==> config.mk <==
export PLATFORM = sky130hd
export DESIGN_NAME = z3_bus_master_arbiter
export DESIGN_NICKNAME = d
export VERILOG_FILES = /design/src/rtl/z3_bus_master_arbiter.sv
export SDC_FILE = /design/constraint.sdc
export NUM_CORES = 1
export LEC_CHECK = 0
export ABC_AREA = 0
export CAP_MARGIN = 5
export CORE_UTILIZATION = 47
export DETAILED_ROUTE_END_ITERATION = 6
export GPL_TIMING_DRIVEN = 0
export PLACE_DENSITY = 0.69
export REMOVE_ABC_BUFFERS = 1
export SYNTH_ARGS = -nofsm -noshare
export SYNTH_HDL_FRONTEND = slang
export SYNTH_SLANG_ARGS = --single-unit
==> constraint.sdc <==
create_clock -name clk -period 1.9 [get_ports clk]
set_input_delay 0.19 -clock clk [delete_from_list [all_inputs] [get_ports clk]]
set_output_delay 0.19 -clock clk [all_outputs]
set_load 0.02 [all_outputs]
==> src/rtl/z3_bus_master_arbiter.sv <==
// Zorro III bus-mastership sequencer for the on-card SCSI DMA engine.
// Optional tenure limit: define Z3_TENURE_LIMIT_EN to cap each tenure at TENURE_MAX cycles.
//
// state      | meaning
// -----------+--------------------------------------------------------------
// IDLE    0  | no request outstanding; waits for dma_req while configured
// REQ     1  | Z_BR_n asserted, waiting for synchronised grant or timeout
// WAIT_IDLE 2| granted, waiting for the bus to go idle (FCS high)
// OWN     3  | card owns the bus, SCSI core granted
// DRAIN   4  | grant withdrawn, ownership held until the last cycle ends
// BACKOFF 5  | enforced idle gap before the next request
module z3_bus_master_arbiter #(
  parameter logic [7:0] GRANT_TIMEOUT = 8'd255,
  parameter logic [7:0] TENURE_MAX    = 8'd64,
  parameter logic [3:0] BACKOFF       = 4'd4
) (
  input  logic       clk,
  input  logic       IORST_n,
  input  logic       configured,
  input  logic       dma_req,
  input  logic       dma_busy,
  output logic       dma_grant,
  output logic       Z_BR_n,
  input  logic       Z_BG_n,
  input  logic       Z_FCS_n,
  output logic       Z_OWN_n,
  input  logic       Z_BCLR_n,
  output logic       timeout,
  output logic [2:0] state_dbg
);

  typedef enum logic [2:0] {
    S_IDLE      = 3'd0,
    S_REQ       = 3'd1,
    S_WAIT_IDLE = 3'd2,
    S_OWN       = 3'd3,
    S_DRAIN     = 3'd4,
    S_BACKOFF   = 3'd5
  } state_e;

  state_e     state_q, state_d;
  logic [7:0] cnt_q, cnt_d;
  logic [1:0] bg_sync_q, fcs_sync_q, bclr_sync_q;
  logic       br_n_q, br_n_d;
  logic       own_n_q, own_n_d;
  logic       grant_q, grant_d;
  logic       timeout_q, timeout_d;

  logic bg_low, fcs_high, bclr_low;
  logic grant_expired, backoff_done, tenure_hit;

  // Synchronisers reset to the bus-inactive levels.
  always_ff @(posedge clk or negedge IORST_n) begin
    if (!IORST_n) begin
      bg_sync_q   <= 2'b11;
      fcs_sync_q  <= 2'b11;
      bclr_sync_q <= 2'b11;
    end else begin
      bg_sync_q   <= {bg_sync_q[0], Z_BG_n};
      fcs_sync_q  <= {fcs_sync_q[0], Z_FCS_n};
      bclr_sync_q <= {bclr_sync_q[0], Z_BCLR_n};
    end
  end

  assign bg_low   = ~bg_sync_q[1];
  assign fcs_high = fcs_sync_q[1];
  assign bclr_low = ~bclr_sync_q[1];

  assign grant_expired = (cnt_q >= GRANT_TIMEOUT);
  assign backoff_done  = (({1'b0, cnt_q} + 9'd1) >= {5'd0, BACKOFF});

`ifdef Z3_TENURE_LIMIT_EN
  assign tenure_hit = (({1'b0, cnt_q} + 9'd1) >= {1'b0, TENURE_MAX});
`else
  logic unused_tenure_max;
  assign unused_tenure_max = ^TENURE_MAX;
  assign tenure_hit        = 1'b0;
`endif

  always_ff @(posedge clk or negedge IORST_n) begin
    if (!IORST_n) begin
      state_q   <= S_IDLE;
      cnt_q     <= 8'd0;
      br_n_q    <= 1'b1;
      own_n_q   <= 1'b1;
      grant_q   <= 1'b0;
      timeout_q <= 1'b0;
    end else begin
      state_q   <= state_d;
      cnt_q     <= cnt_d;
      br_n_q    <= br_n_d;
      own_n_q   <= own_n_d;
      grant_q   <= grant_d;
      timeout_q <= timeout_d;
    end
  end

  always_comb begin
    state_d = state_q;
    case (state_q)
      S_IDLE: begin
        if (dma_req && configured) state_d = S_REQ;
      end
      S_REQ: begin
        // Grant is checked before expiry so a coincident grant wins.
        if (!configured || !dma_req) state_d = S_IDLE;
        else if (bg_low)             state_d = S_WAIT_IDLE;
        else if (grant_expired)      state_d = S_BACKOFF;
      end
      S_WAIT_IDLE: begin
        if (fcs_high) state_d = S_OWN;
      end
      S_OWN: begin
        if ((!dma_req && !dma_busy) || bclr_low || tenure_hit) state_d = S_DRAIN;
      end
      S_DRAIN: begin
        if (!dma_busy && fcs_high) state_d = S_BACKOFF;
      end
      S_BACKOFF: begin
        if (backoff_done) state_d = S_IDLE;
      end
      default: state_d = S_IDLE;
    endcase

    if (state_d != state_q) cnt_d = 8'd0;
    else if (cnt_q == 8'hFF) cnt_d = cnt_q;
    else                     cnt_d = cnt_q + 8'd1;
  end

  // Outputs are registered from the next state so they change on the transition edge.
  always_comb begin
    br_n_d    = ~((state_d == S_REQ) || (state_d == S_WAIT_IDLE));
    own_n_d   = ~((state_d == S_OWN) || (state_d == S_DRAIN));
    grant_d   = (state_d == S_OWN);
    timeout_d = (state_q == S_REQ) && (state_d == S_BACKOFF);
  end

  assign dma_grant = grant_q;
  assign Z_BR_n    = br_n_q;
  assign Z_OWN_n   = own_n_q;
  assign timeout   = timeout_q;
  assign state_dbg = state_q;

endmodule

* Yosys cells after proc, flatten, opt, wreduce, memory -nomap -nowiden
Cells that the tools add are included.
** Storage, ports and cells
- Register bits after elaboration :: 21
- Bits of input ports :: 8
- Output and inout port bits :: 7
** Cells by class
- $add $sub $neg :: 2
- Order comparisons :: 2
- Equal/unequal tests :: 13
- Muxes and demuxes :: 11
- Bitwise operators :: 3
- Reduce and logical (&&, ||, !) cells :: 12
** Operators with widths (count)
- $mux 3 :: 8
- $pmux 3 s6 :: 1
- $mux 8 :: 2
- $eq 3x2->1 const B :: 4
- $eq 3x3->1 const B :: 4
- $add 8x1->9 const B :: 1
- $ge 9x3->1 const B :: 1
- $add 8x1->8 const B :: 1
- $eq 8x8->1 const B :: 1
- $ge 8x8->1 const B :: 1
- $eq 3x1->1 const B :: 2
- $logic_and 1x1->1 :: 4
- $logic_or 1x1->1 :: 4
- $logic_not 1->1 :: 3
- $logic_not 3->1 :: 1
- $ne 3x3->1 :: 1
- $not 1->1 :: 3
- $ne 2x2->1 const B :: 1

* Longest topological paths before layout
Gate-level depths: netlist of run 1.
- Depth after elaboration :: 8
- Mapped depth :: 7
- Gate-level depth less buffers :: 6

* Least setup slack after synthesis of run 1
Ideal clock, no wire load.
- Path type :: flip-flop to flip-flop
- Start :: reg cnt_q[0]
- End :: reg cnt_q[0]
- Data arrival time :: 1.933 ns
- Setup slack :: -0.120 ns
- Stages on the path, launching flop included :: 8
- Buffers on the path :: 1
- Period minus slack after synthesis :: 2.020 ns
- Path through :: dfrtp_1 > ha_1 > buf_2 > xor2_1 > or4_4 > a221oi_4 > a2bb2oi_2 > nor3_1
** On the way
- Word-level cells in the longest chain between the ends :: 7
- Elaborated cells on any way between the ends :: 14
- Classes of those cells :: add/sub (2); order compare (2); eq/ne (3); mux (7)
** RTL lines
- from (decl) :: line 42 : logic [7:0] cnt_q, cnt_d;
- from (signal assigned) :: line 90 : cnt_q <= cnt_d;
- parallel branches: the longest is 7 deep, another holds $add 8x1->9
Parallel ways; which one is timed is not known. The select of a mux whose other input is x is not followed.
A chain may end at the register's enable or synchronous reset.

* Worst setup path after layout of run 1
- Start :: reg cnt_q[0]
- End :: reg state_q[2], in the netlist state_dbg[2]
** On the way
- Word-level cells in the longest chain between the ends :: 5
- Elaborated cells on any way between the ends :: 8
- Classes of those cells :: add/sub (1); order compare (2); mux (5)
** RTL lines
- parallel branches: the longest is 4 deep, another holds $add 8x1->9
- $pmux 3 s6 * :: line 100 : case (state_q)
- via state_d[2] :: line 41 : state_e state_q, state_d;
- to (signal assigned) :: line 89 : state_q <= state_d;
- to (decl) :: line 41
Mark *: on every way through the listed nets, which the timed path passes.

==> results.json, run 1 <==
{
  "hold_violations": 0,
  "yosys_warnings": 0,
  "cp.arrival_ns": 2.27,
  "layout_worst_path_cycle_share_pct": 106,
  "fillers": 164,
  "dpl.hpwl_mm": 1.42,
  "worstPathRequired_ns": 2.16,
  "grt_start_max_net_pins": 22,
  "grt_pass1_wl_mm": 3.67,
  "track_usage_pct": 19.6,
  "final_cells": 149,
  "setup_tns_ns": -0.868,
  "setup_ws_ns": -0.108,
  "syn_avg_cell_area_um2": 10.8,
  "synth-edff-count": 0,
  "drt_iter0_markers": 18,
  "insertion_delay_ns": 0.32,
  "clock_path_buffers": 2,
  "pre_cts_ws_ns": -0.397,
  "synth-async-reset-ratio_pct": 100,
  "drv_slew": 0,
  "multi_input_area_um2": 643,
  "wl_per_cell_um": 16.2,
  "overflow": 0,
  "slew_headroom_pct": 39.1,
  "antenna_found_initial": 0,
  "power_mw": 1.85,
  "min_path_type": "input port to flip-flop",
  "worst_slew_pin_slew_ns": 0.911,
  "dieArea_um2": 2500,
  "yosysTopAreaCellShare_pct": 30.0,
  "port_buffers": 14,
  "via_count": 856,
  "postRouteAntennaNets": 0,
  "cap_violations": 0,
  "outcome": "complete, but fails checks",
  "end_kind": "flip-flop",
  "first_global_vias": 809,
  "worstHoldStart": "Z_BCLR_n",
  "detailedRoute.firstPassIterationCount": 4,
  "synth_seq_cells": 21,
  "antenna_cells": 0,
  "yosysTopAreaCell": "dfrtp_1",
  "wirelength_mm": 2.42,
  "die_w_um": 50.0,
  "synth_ff_type": "dfrtp_1",
  "power_leakage_nw": 0.572,
  "dp_cells": 138,
  "setup_violations": 10,
  "max_freq_mhz": 498,
  "start_util_pct": 49.5,
  "cts_hold_buf": 0,
  "cts_buffers": 3,
  "nNetsFinal": 132,
  "synth.distinct_cells": 39,
  "fin_skew_ns": 0.00186,
  "seq_area_frac_synth_pct": 49.4,
  "crit_fanout": 5,
  "synth_area_um2": 1080,
  "cts_tree": "done",
  "drc_errors": 0,
  "crit_type": "flip-flop to flip-flop",
  "p_per_area_nw_per_um2": 1280,
  "cts_max_level": 1,
  "violations": "setup timing",
  "die_h_um": 50.0,
  "num_io_pins": 15,
  "synth_area_leaders": "dfrtp_1 (30%), dfstp_2 (19%), xor2_1 (4.0%)",
  "critPathLaunch": "cnt_q[0]",
  "syn_to_final_growth_pct": 33.6,
  "cts_sinks": 21,
  "min_period_ns": 2.01,
  "final-seq-area_um2": 539,
  "root_buffer": "clkbuf_4",
  "timing.rr.start": "cnt_q[0]",
  "vdd_ir_drop_max_uv": 859,
  "rsz0062_at_grt": "yes",
  "vias_per_cell": 5.74,
  "routabilityCongestion": 0.784,
  "clk_pin_slew_ns": 0.12,
  "netlist_instances": 100,
  "rows": 17,
  "cp-start-kind": "flip-flop",
  "drive_gt1_share_pct": 35.5,
  "coreArea_um2": 2190
}
==> layout make-up <==
cell class,count,share of cell area (%)
multi-input cells,72,44.4
flip-flops and latches,21,37.2
repair buffers,21,13.3
well taps,28,2.42
clock buffers,3,1.55
inverters,3,0.777
clock inverters,1,0.345
==> layout by cell type, fill, tap and decap left out, types with 4 or more instances in the layout <==
master / Yosys / final
dfstp_2: 8 / 8
dfrtp_1: 13 / 10
buf_4: 0 / 7
clkdlybuf4s50_1: 0 / 14
nand2b_1: 5 / 5
a211oi_2: 0 / 5
nand2_1: 7 / 6
xor2_1: 5 / 5
o21ai_0: 4 / 4
==> Yosys cell counts, types with 2 or more instances <==
cell	instances
dfrtp_1	13
a21o_1	2
xnor2_1	3
a21oi_1	2
nand2b_1	5
nor3_1	3
inv_1	3
nand4_1	2
o21ai_0	4
mux2i_1	2
nand3_1	4
xor2_1	5
nor2_1	4
ha_1	2
nand2_1	7
and2_1	2
dfstp_2	8
a211oi_1	5
buf_2	4
==> routing by layer <==
metal  track usage (%)  wire length (um)  vias to the layer above
met1              24.4              1090                      427
met4              7.14                29                        0
met3              2.78                77                        2
met5                 0                 0                        -
met2              34.0              1220                       23
li1                  -                 -                      404
==> worst paths after layout <==
path | endpoint | slack, ns | cells after the start
min in group asynchronous | cnt_q[5] | 0.37 | 1
max in group asynchronous | cnt_q[0] | 0.91 | 1
worst max register to register | state_dbg[2] | -0.11 | 7
worst min-delay path | bclr_sync_q[0] | 0.27 | 1
worst max-delay path | state_dbg[2] | -0.11 | 7
worst min register to register | bg_sync_q[1] | 0.36 | 0
==> report_power, final <==
part / switching [mW] / leakage, nW / internal, mW
logic: 0.501 / 0.297 / 0.450
clock network: 0.144 / 0.0177 / 0.0789
registers: 0.124 / 0.257 / 0.550
total: 0.769 / 0.572 / 1.08
==> state kept, by name (all words and copies together), names as in the netlist <==
signal and flops:
cnt_q 8, state_dbg 3, bclr_sync_q 2, bg_sync_q 2
fcs_sync_q 2, Z_BR_n 1, Z_OWN_n 1, dma_grant 1
timeout 1
==> metrics by stage <==
stage / cell area (um^2) / util, % / hold WS, ns
global route: 1450 / 66.1 / 0.261
finish: 1450 / 66.1 / 0.265
detailed placement: 1240 / 56.6 / 0.347
floorplan: 1060 / - / -0.106
global placement: 1240 / 56.6 / 0.345
CTS: 1400 / 63.7 / 0.259
==> critical path: stages, from the launching register on <==
cell	delay (ns)
dfrtp_2	0.45
ha_4	0.19
xor2_1	0.17
or4_4	0.45
a221oi_4	0.34
buf_4	0.18
nand3_4	0.08
nand2b_1	0.11
==> timing repair <==
action                                  4_1_cts  5_1_grt
pin swaps                                     4        4
resized for setup                            18        6
hold endpoints to repair                      0        0
buffers inserted                              5        2
endpoints found under the setup margin       10       10
==> cell families (layout without fill, tap and decap cells) <==
| kind of cell | after synthesis | count (layout) | share of synthesized area (%) |
|---|---|---|---|
| simple gates | 38 | 38 | 20.6 |
| buf+inv | 7 | 28 | 2.88 |
| mux | 2 | 2 | 1.85 |
| fa+ha+maj | 2 | 2 | 2.31 |
| xor+xnor | 8 | 8 | 6.46 |
| flops | 21 | 21 | 49.4 |
| compound gates | 22 | 22 | 16.5 |
Power figures use the tool's default switching activity.
==> run 2, diff against run 1 <==
- TNS_END_PERCENT: default -> 100
==> results of run 2 <==
No change in the layout: final DEF, timing and power equal those of run 1.
==> run 3, diff against run 2 <==
- CTS_CLUSTER_SIZE: default -> 28
- GPL_ROUTABILITY_DRIVEN: default -> 0
==> results of run 3 <==
No change in the layout: final DEF, timing and power equal those of run 1.
